File: config.mk
export PLATFORM = sky130hd
export DESIGN_NAME = half_duplex_bus_ctrl_flat
export DESIGN_NICKNAME = d
export VERILOG_FILES = /design/src/rtl/half_duplex_bus_ctrl_if.sv /design/src/rtl/half_duplex_bus_ctrl.sv /design/src/flat_wrapper.sv
export SDC_FILE = /design/constraint.sdc
export NUM_CORES = 1
export LEC_CHECK = 0
export CORE_MARGIN = 8
export CORE_UTILIZATION = 40
export CTS_CLUSTER_SIZE = 30
export DETAILED_ROUTE_END_ITERATION = 10
export DONT_BUFFER_PORTS = 1
export HOLD_SLACK_MARGIN = 0.1
export PLACE_DENSITY_LB_ADDON = 0.2
export SLEW_MARGIN = 40
export SYNTH_ARGS = -nofsm -noshare
export SYNTH_HDL_FRONTEND = slang
export SYNTH_SLANG_ARGS = --single-unit
File: constraint.sdc
create_clock -name clk -period 2.65 [get_ports clk]
set_input_delay 0.3975 -clock clk [delete_from_list [all_inputs] [get_ports clk]]
set_output_delay 0.3975 -clock clk [all_outputs]
set_load 0.005 [all_outputs]
File: src/rtl/half_duplex_bus_ctrl_if.sv
// half_duplex_bus_ctrl_if: host request/response handshake plus tri-state stage drive/readback
interface half_duplex_bus_ctrl_if #(
    parameter int DATA_W = 8
);
    logic              req_valid;
    logic              req_ready;
    logic              req_wr;
    logic [DATA_W-1:0] req_wdata;
    logic              rsp_valid;
    logic              rsp_ready;
    logic [DATA_W-1:0] rsp_rdata;
    logic              io_oe;
    logic [DATA_W-1:0] io_wdata;
    logic [DATA_W-1:0] io_rdata;
    logic              busy;

    modport master (
        output req_valid, req_wr, req_wdata, rsp_ready, io_rdata,
        input  req_ready, rsp_valid, rsp_rdata, io_oe, io_wdata, busy
    );

    modport slave (
        input  req_valid, req_wr, req_wdata, rsp_ready, io_rdata,
        output req_ready, rsp_valid, rsp_rdata, io_oe, io_wdata, busy
    );
endinterface

File: src/rtl/half_duplex_bus_ctrl.sv
// half_duplex_bus_ctrl: turns host requests into timed drive/sample windows with bus turnaround
module half_duplex_bus_ctrl #(
    parameter int DATA_W        = 8,
    parameter int DRIVE_CYCLES  = 2,
    parameter int TURN_CYCLES   = 1,
    parameter int SAMPLE_CYCLES = 2
) (
    input logic                   clk,
    input logic                   reset,
    half_duplex_bus_ctrl_if.slave bus
);
    localparam int MAX_CYC = DRIVE_CYCLES > SAMPLE_CYCLES
        ? (DRIVE_CYCLES > TURN_CYCLES ? DRIVE_CYCLES : TURN_CYCLES)
        : (SAMPLE_CYCLES > TURN_CYCLES ? SAMPLE_CYCLES : TURN_CYCLES);
    localparam int CW = $clog2(MAX_CYC) + 1;
    localparam logic [CW-1:0] TURN_LD   = CW'(TURN_CYCLES > 0 ? TURN_CYCLES - 1 : 0);
    localparam logic [CW-1:0] DRIVE_LD  = CW'(DRIVE_CYCLES - 1);
    localparam logic [CW-1:0] SAMPLE_LD = CW'(SAMPLE_CYCLES - 1);

    typedef enum logic [2:0] {IDLE, TURN, DRIVE, SAMPLE, RESP} state_t;

    state_t            state, state_nx;
    logic [CW-1:0]     cnt, cnt_nx;
    logic              last_wr, wr_q, accept, last;
    logic [DATA_W-1:0] wdata_q, rdata_q;

    assign accept        = bus.req_valid && bus.req_ready;
    assign last          = cnt == '0;
    // ready is gated by reset so nothing is accepted while reset is held
    assign bus.req_ready = state == IDLE && reset;
    assign bus.busy      = state != IDLE;
    assign bus.io_oe     = state == DRIVE;
    assign bus.rsp_valid = state == RESP;
    assign bus.io_wdata  = wdata_q;
    assign bus.rsp_rdata = rdata_q;

    always_comb begin
        state_nx = state;
        cnt_nx   = cnt - 1'b1;
        unique case (state)
            IDLE: if (accept) begin
                state_nx = (bus.req_wr != last_wr && TURN_CYCLES > 0) ? TURN
                         : bus.req_wr ? DRIVE : SAMPLE;
                cnt_nx   = (bus.req_wr != last_wr && TURN_CYCLES > 0) ? TURN_LD
                         : bus.req_wr ? DRIVE_LD : SAMPLE_LD;
            end
            TURN: if (last) begin
                state_nx = wr_q ? DRIVE : SAMPLE;
                cnt_nx   = wr_q ? DRIVE_LD : SAMPLE_LD;
            end
            DRIVE:   state_nx = last ? IDLE : DRIVE;
            SAMPLE:  state_nx = last ? RESP : SAMPLE;
            RESP:    state_nx = bus.rsp_ready ? IDLE : RESP;
            default: state_nx = IDLE;
        endcase
    end

    always_ff @(posedge clk or negedge reset) begin
        if (!reset) begin
            state   <= IDLE;
            cnt     <= '0;
            last_wr <= 1'b0;
            wr_q    <= 1'b0;
            wdata_q <= '0;
            rdata_q <= '0;
        end else begin
            state <= state_nx;
            cnt   <= cnt_nx;
            if (accept) wr_q <= bus.req_wr;
            if (accept && bus.req_wr) wdata_q <= bus.req_wdata;
            if (state == DRIVE && last) last_wr <= 1'b1;
            if (state == SAMPLE && last) begin
                last_wr <= 1'b0;
                rdata_q <= bus.io_rdata;
            end
        end
    end
endmodule

File: src/flat_wrapper.sv
// flat-port wrapper written by rule: the top's interface ports become plain ports
module half_duplex_bus_ctrl_flat 
#(
    parameter int DATA_W        = 8,
    parameter int DRIVE_CYCLES  = 2,
    parameter int TURN_CYCLES   = 1,
    parameter int SAMPLE_CYCLES = 2
)
  (clk, reset, bus_req_valid, bus_req_wr, bus_req_wdata, bus_rsp_ready, bus_io_rdata, bus_req_ready, bus_rsp_valid, bus_rsp_rdata, bus_io_oe, bus_io_wdata, bus_busy);
  half_duplex_bus_ctrl_if #(.DATA_W(DATA_W)) bus_i ();
  input logic clk;
  input logic reset;
  input wire logic [$bits(bus_i.req_valid)-1:0] bus_req_valid;
  input wire logic [$bits(bus_i.req_wr)-1:0] bus_req_wr;
  input wire logic [$bits(bus_i.req_wdata)-1:0] bus_req_wdata;
  input wire logic [$bits(bus_i.rsp_ready)-1:0] bus_rsp_ready;
  input wire logic [$bits(bus_i.io_rdata)-1:0] bus_io_rdata;
  output wire logic [$bits(bus_i.req_ready)-1:0] bus_req_ready;
  output wire logic [$bits(bus_i.rsp_valid)-1:0] bus_rsp_valid;
  output wire logic [$bits(bus_i.rsp_rdata)-1:0] bus_rsp_rdata;
  output wire logic [$bits(bus_i.io_oe)-1:0] bus_io_oe;
  output wire logic [$bits(bus_i.io_wdata)-1:0] bus_io_wdata;
  output wire logic [$bits(bus_i.busy)-1:0] bus_busy;
  assign bus_i.req_valid = bus_req_valid;
  assign bus_i.req_wr = bus_req_wr;
  assign bus_i.req_wdata = bus_req_wdata;
  assign bus_i.rsp_ready = bus_rsp_ready;
  assign bus_i.io_rdata = bus_io_rdata;
  assign bus_req_ready = bus_i.req_ready;
  assign bus_rsp_valid = bus_i.rsp_valid;
  assign bus_rsp_rdata = bus_i.rsp_rdata;
  assign bus_io_oe = bus_i.io_oe;
  assign bus_io_wdata = bus_i.io_wdata;
  assign bus_busy = bus_i.busy;
  half_duplex_bus_ctrl #(.DATA_W(DATA_W), .DRIVE_CYCLES(DRIVE_CYCLES), .TURN_CYCLES(TURN_CYCLES), .SAMPLE_CYCLES(SAMPLE_CYCLES)) u_core (.clk(clk), .reset(reset), .bus(bus_i));
endmodule
==> metrics <==
Gate Count Post-Synth 73; largest family of logic cells by synthesized area multiplexers; IO buf count 0; critical setup path kind reg2reg; Post-Synth XOR/XNOR Area 0; M3 GR Usage 0.0576; Avg Vias per Cell 5.58; clock buffer depth 2; Seq/Total Area, Yosys 0.568; gp weighted congestion 0.723; final net count 101; mux share of post-synthesis cell area 0.198; Synth Cell Area 0.00101 mm²; final setup TNS 0 ps; top_reg_cell synth dfrtp_1; Post-CTS Setup Bufs 0; top area cells in the synthesized netlist dfrtp_1, mux2_2, ha_1; CTS tree built; core area 0.00243 mm²; max_slew headroom 0.660; static leakage 0.486 nW; First-pass DRT Iterations 3; FFs w/ async S/R, synth 1.00; clk_lat worst skew 310 ps; P per Cell Area 1130 mW/mm²; synthesized flop and latch total 23; grt peak-use layer met2; first-pass GRT wire length 3380 µm; share of cells above drive strength 1 0.316; DP Cell Count 100; status complete, no violations; RSZ-0062 raised after global routing no; CP max FO 13; CTS Buf Count 3; initial antenna violation count 0; Worst Path Arrival 2050 ps; # clock sinks 23; IO Pins 41; Hold Vio Cnt, Final 0; WL/cell 19.3 µm; Worst setup SP type flop; leading area contributor after synthesis dfrtp_1; ANT nets after route 0; H-tree levels 1; Tightest Pin Transition 509 ps; synthesized area per cell 13.9 µm²; CTS hold repair buffers 1; top-count cell post-synth dfrtp_1; worst hold path depth 1; Tightest Hold Check Type in2reg; die width 66.3 µm; crit-path cells nor4b_4 -> and3_1 -> mux2_2; Max Slew Vio Count 0; reg2reg path depth 3; HPWL after DPL 1560 µm; skew final 14.2 ps; synth unique cells 24; Synth top cells by count dfrtp_1, mux2_2, inv_1; minimum clock period 1840 ps; f_max 0.542 GHz; Max-cap violations 0; DR DRC count 0; slowest CP cell dfrtp_1; Area growth syn-to-layout 5.31%; count of warnings emitted by yosys 0; Synth Area in Compound Gates 0.0667; DIE AREA 0.00440 mm²; simple-gate share of the synthesized area 0.0901; Post-Synth Adder-Cell Area 0.0370; global route overflow 0; Crit path largest cell delay 570 ps; GR met1 Demand/Resource 0.118; Final Instance Count excl. Fillers 106; syn_nets 97; gr usage total 0.0992; vias in the first global route 638; CP required 2860 ps; crit share post-route 0.696; FP Rows 18; Post-Route WL 2050 µm; Die Ht 66.3 µm; largest net degree at the start of global routing 24; met2 Use GR 0.150; total power 1.21 mW; post-synth top area share 0.568; Post-synth EDFFs 0; ant diodes 0; Initial Util 0.417; vias post-DR 591; Peak VDD IR 0.669 mV; 1st-iter DRT viols 37; Clk pin slew, worst setup/hold paths 130 ps; PostCTS Resize Cnt 0; root buffer cell clkbuf_4; endpoints failing setup 0; crit end category flop
[cells by family after synthesis]
group	count (synthesis)
AND/OR/NAND/NOR	12
AO/OA/AOI/OAI	10
multiplexers	18
buffers and inverters	7
flip-flops	23
adder cells (fa/ha/maj)	3
[registers in the layout, summed over array words and instances (netlist names)]
register              count
u_core.state              3
u_core.bus.rsp_rdata      8
u_core.cnt                2
u_core.bus.io_wdata       8
u_core.last_wr            1
u_core.wr_q               1
[worst paths after layout]
kind,endpoint,slack (ps),start
setup / recovery,u_core.bus.io_wdata[1],810,u_core.state[0]
hold / removal,u_core.state[2],150,bus_rsp_ready
setup reg to reg,u_core.bus.io_wdata[1],810,u_core.state[0]
hold reg to reg,u_core.wr_q,520,u_core.wr_q
max in group asynchronous,u_core.cnt[1],1710,reset
min in group asynchronous,u_core.bus.io_wdata[7],580,reset
[metal layers]
layer | wire [µm] | up-vias
met4 | 17 | 0
met3 | 226 | 2
li1 | - | 267
met5 | 0 | -
met2 | 938 | 25
met1 | 865 | 297
[worst max-delay path: cells and delay by family (launching register included)]
kind	cells	cell delay (ps)
simple gates	2	780
flops	1	570
mux	1	390
[placed cells by master, fill, tap and decap left out, types with 2 or more instances in the layout]
cell type,netlist,final
a21o_1,2,2
a21oi_1,2,2
clkbuf_4,0,3
dfrtp_1,23,23
ha_1,3,3
inv_1,4,4
mux2_2,16,16
mux2i_1,2,2
nand2_1,2,2
nor2b_1,2,2
o21ai_0,2,2
[per-stage QoR]
| step | instance area (µm²) | setup WS, ps | utilization | hold slack (ps) |
|---|---|---|---|---|
| after floorplan | 1010 | 1090 | - | 102 |
| after global placement | 1020 | 868 | 0.421 | 103 |
| after detailed placement | 1020 | 812 | 0.421 | 103 |
| after CTS | 1060 | 794 | 0.437 | 137 |
| after global routing | 1070 | 677 | 0.439 | 120 |
| final | 1070 | 805 | 0.439 | 149 |
[power by group]
group | internal (mW) | switching [mW] | total [mW]
Combinational | 0.210 | 0.150 | 0.360
Sequential | 0.522 | 0.169 | 0.690
Clock | 0.0562 | 0.100 | 0.157
Total | 0.788 | 0.419 | 1.21
[layout make-up]
type	count	area, µm²
sequential	23	576
clock inverter	1	5.00
multi-input combinational	43	397
inverter	4	15.0
clock buffer	3	22.5
fill	227	1370
timing repair buffer	2	15.0
tap	30	37.5
Power figures use the tool's default switching activity.
==> RTL edit 1: new RTL, same settings <==
Re-encode `state_t` (5 states) as Gray code, 3 bits wide.
--- a/src/rtl/half_duplex_bus_ctrl.sv
+++ b/src/rtl/half_duplex_bus_ctrl.sv
@@ -17,7 +17,7 @@
     localparam logic [CW-1:0] DRIVE_LD  = CW'(DRIVE_CYCLES - 1);
     localparam logic [CW-1:0] SAMPLE_LD = CW'(SAMPLE_CYCLES - 1);
 
-    typedef enum logic [2:0] {IDLE, TURN, DRIVE, SAMPLE, RESP} state_t;
+    typedef enum logic [2:0] {IDLE = 3'b000, TURN = 3'b001, DRIVE = 3'b011, SAMPLE = 3'b010, RESP = 3'b110} state_t;
 
     state_t            state, state_nx;
     logic [CW-1:0]     cnt, cnt_nx;
Formal check against the unedited RTL: same outputs for any inputs over 10 cycles, from zero or initial values and one cycle with reset low; not proved beyond that.
==> RTL edit 1 against the original RTL <==
Sequential cell count stayed put; area after synthesis is 4.7% higher; worst setup slack better by 0.018 ns; routed wire length is 1.1% higher; non-clock buffer count stayed put; cell area is 5.7% higher; total power is 8.0% higher; sequential power is 0.9% higher; highest routed layer unchanged.
==> RTL edit 1: results <==
[status]
status = "finished clean"

[logic_synthesis]
synth_compound_area_frac = 0.0955
synthMuxAreaShare = 0.188
synth_xor_area_frac = 0
synth_common_cells = "23 x dfrtp_1, 11 x mux2_2, 8 x inv_1"
yosysSeqAreaShare = 0.542
ys.flop_type = "dfrtp_1"
syn-instance-count = 81
synthAdderAreaFrac = 0.0354
synth_area_leaders = "dfrtp_1 54%, mux2_2 12%, mux2_4 7.1%"
yosysUniqueCellTypes = 24
synth_edf_count = 0

[critical_path]
r2r-start = "u_core.cnt[0]"
cpMaxStageDelayCell = "dfrtp_1"
r2r_slack_ns = 1.03
reg2regPathDepth = 5
critPathMaxStageDelay_ns = 0.65
cpLargestDelayFamily = "flip-flops"
endpoint = "bus_io_oe"
worstPathMaxFanout = 12
arrival_ns = 1.43
reg2reg_to = "u_core.bus.rsp_rdata[1]"

[global_routing]
use_met1 = 0.105
grtUsageTotal = 0.0951
grt_pass1_wl_um = 3240
grt_util_met3 = 0.0414
grt_pass1_vias = 647
globalRouteMet2Util = 0.149

[detailed_routing]
routed_wl_um = 2070
met3WireLength_um = 133
dr.pass1.iters = 1
route.met2.wl_um = 1110
drc = 0
vias = 618
drt-wirelength-per-cell_um = 17.9
drt_iter0_drc = 0
wl_met1_um = 807

[placement]
place_area_um2 = 1090
port_buffers = 0
dp_hpwl_um = 1570
pre_cts_ws_ns = 1.05
placed_cells = 110
gp_congestion = 0.820

[layout]
drive_above_1_share = 0.302
fill_cells = 230
final_util = 0.451

[clock_network]
htree_num_levels = 1
post_cts_buffers = 0

[pwr]
peakVddDrop_mv = 0.514
p_leak_uw = 0.000518

[sta]
whs_ns = 0.230
fin_ws_ns = 0.823
worstMarginPinSlew_ns = 0.523
finClkSkew_ns = 0.00659

[hold_path]
hold_start = "bus_req_wdata[2]"
hold_depth = 1
whs_endpoint = "u_core.bus.io_wdata[2]"
[RTL edit 1: cell types whose count changed after synthesis, sizes merged, moves of 2 or more]
cell   unedited run  this run
inv               4         8
o21ai             2         6
nor2              1         4
and2              0         2
mux2i             2         0
nand2             2         4
nor2b             2         0
[RTL edit 1: final cells by class]
cell class | count | share of cell area
Timing Repair Buffer | 2 | 0.0133
Inverter | 8 | 0.0266
Multi-Input combinational cell | 49 | 0.394
Clock buffer | 4 | 0.0233
Tap cell | 30 | 0.0333
Sequential cell | 23 | 0.510
[RTL edit 1: kinds of logic (layout without fill, tap and decap cells)]
group | count (synthesis) | after routing
flops | 23 | 23
mux | 16 | 16
buf+inv | 9 | 14
simple gates | 15 | 15
compound gates | 15 | 15
fa+ha+maj | 3 | 3
[RTL edit 1: report_power, final]
part           internal (uW)  switching (uW)  total (uW)
combinational            260             188         449
clock                   58.6             100         159
sequential               525             171         696
total                    844             460        1300
==> RTL edit 2: new RTL, config.mk and constraints unchanged <==
Made on the original files. `DATA_W` is set to 8 in 3 places; all go to 10.
--- a/src/rtl/half_duplex_bus_ctrl_if.sv
+++ b/src/rtl/half_duplex_bus_ctrl_if.sv
@@ -1,6 +1,6 @@
 // half_duplex_bus_ctrl_if: host request/response handshake plus tri-state stage drive/readback
 interface half_duplex_bus_ctrl_if #(
-    parameter int DATA_W = 8
+    parameter int DATA_W = 10
 );
     logic              req_valid;
     logic              req_ready;
--- a/src/rtl/half_duplex_bus_ctrl.sv
+++ b/src/rtl/half_duplex_bus_ctrl.sv
@@ -1,6 +1,6 @@
 // half_duplex_bus_ctrl: turns host requests into timed drive/sample windows with bus turnaround
 module half_duplex_bus_ctrl #(
-    parameter int DATA_W        = 8,
+    parameter int DATA_W        = 10,
     parameter int DRIVE_CYCLES  = 2,
     parameter int TURN_CYCLES   = 1,
     parameter int SAMPLE_CYCLES = 2
--- a/src/flat_wrapper.sv
+++ b/src/flat_wrapper.sv
@@ -1,7 +1,7 @@
 // flat-port wrapper written by rule: the top's interface ports become plain ports
 module half_duplex_bus_ctrl_flat 
 #(
-    parameter int DATA_W        = 8,
+    parameter int DATA_W        = 10,
     parameter int DRIVE_CYCLES  = 2,
     parameter int TURN_CYCLES   = 1,
     parameter int SAMPLE_CYCLES = 2
Interface: changed (resized bus_io_rdata, bus_io_wdata, bus_req_wdata and bus_rsp_rdata); port bits go from 41 to 49. The function was not compared with the original's and may differ.
==> RTL edit 2 against the original RTL <==
Synthesized cell count is 21% higher; sequential cell count is 4 higher; total power is 29% higher; global-route usage is 0.53 points lower; area after synthesis is 26% higher; routed wire length is 20% higher; worst setup slack worse by 0.0025 ns; cell area is 26% higher; critical path type unchanged; critical endpoint is now u_core.bus.rsp_rdata[9]; largest cell class unchanged.
==> RTL edit 2: results <==
[status]
status = "finished clean"

[critical_path]
worstPathMaxFanout = 11
r2r_slack_ns = 0.80
endpoint = "u_core.bus.rsp_rdata[9]"

[clock_network]
clkSlewWorstSetupHoldPaths_ns = 0.15
worstSkewPairLatency_ns = 0.33

[global_routing]
grt_pass1_wl_um = 3870
grt_util_met3 = 0.0579
grt_max_degree = 28
grtUsageTotal = 0.0939
use_met1 = 0.116

[logic_synthesis]
synth_common_cells = "27 x dfrtp_1, 18 x mux2_4, 6 x inv_1"
yosysSeqAreaShare = 0.531
syn_nets = 116

[sta]
finClkSkew_ns = 0.00575
fin_crit_ns = 1.85
whs_ns = 0.136

[detailed_routing]
vias_per_cell = 4.99
wl_met1_um = 1020
routed_wl_um = 2450

[pwr]
p_leak_uw = 0.000630
peakVddDrop_mv = 0.376

[placement]
gp_congestion = 0.700
dp_hpwl_um = 1810
pre_cts_ws_ns = 0.791

[layout]
instances_no_fill = 134
drive_above_1_share = 0.356
[RTL edit 2: cell families after synthesis]
kind of cell             synth area share
adder cells (fa/ha/maj)            0.0295
multiplexers                        0.230
buffers and inverters              0.0541
AND/OR/NAND/NOR                    0.0875
flip-flops                          0.531
AO/OA/AOI/OAI                      0.0679
[RTL edit 2: where the power goes]
part / switching (uW) / total (uW) / internal, uW / leakage [uW]
clock network: 125 / 183 / 57.7 / 0.0000139
registers: 204 / 822 / 618 / 0.000324
logic: 199 / 548 / 348 / 0.000292
total: 528 / 1550 / 1020 / 0.000630
[RTL edit 2: critical path, stage by stage (launching register included)]
cell and delay, ns:
dfrtp_1 0.40, inv_1 0.07, ha_1 0.27, nand3b_4 0.10
or2_1 0.50, mux2_2 0.40
[RTL edit 2: layout make-up]
type / count / area, um2
inverters: 6 / 22.5
repair buffers: 2 / 30.0
flip-flops and latches: 27 / 676
well taps: 44 / 55.1
clock buffers: 3 / 22.5
fillers: 299 / 1710
clock inverters: 1 / 7.51
multi-input cells: 51 / 528
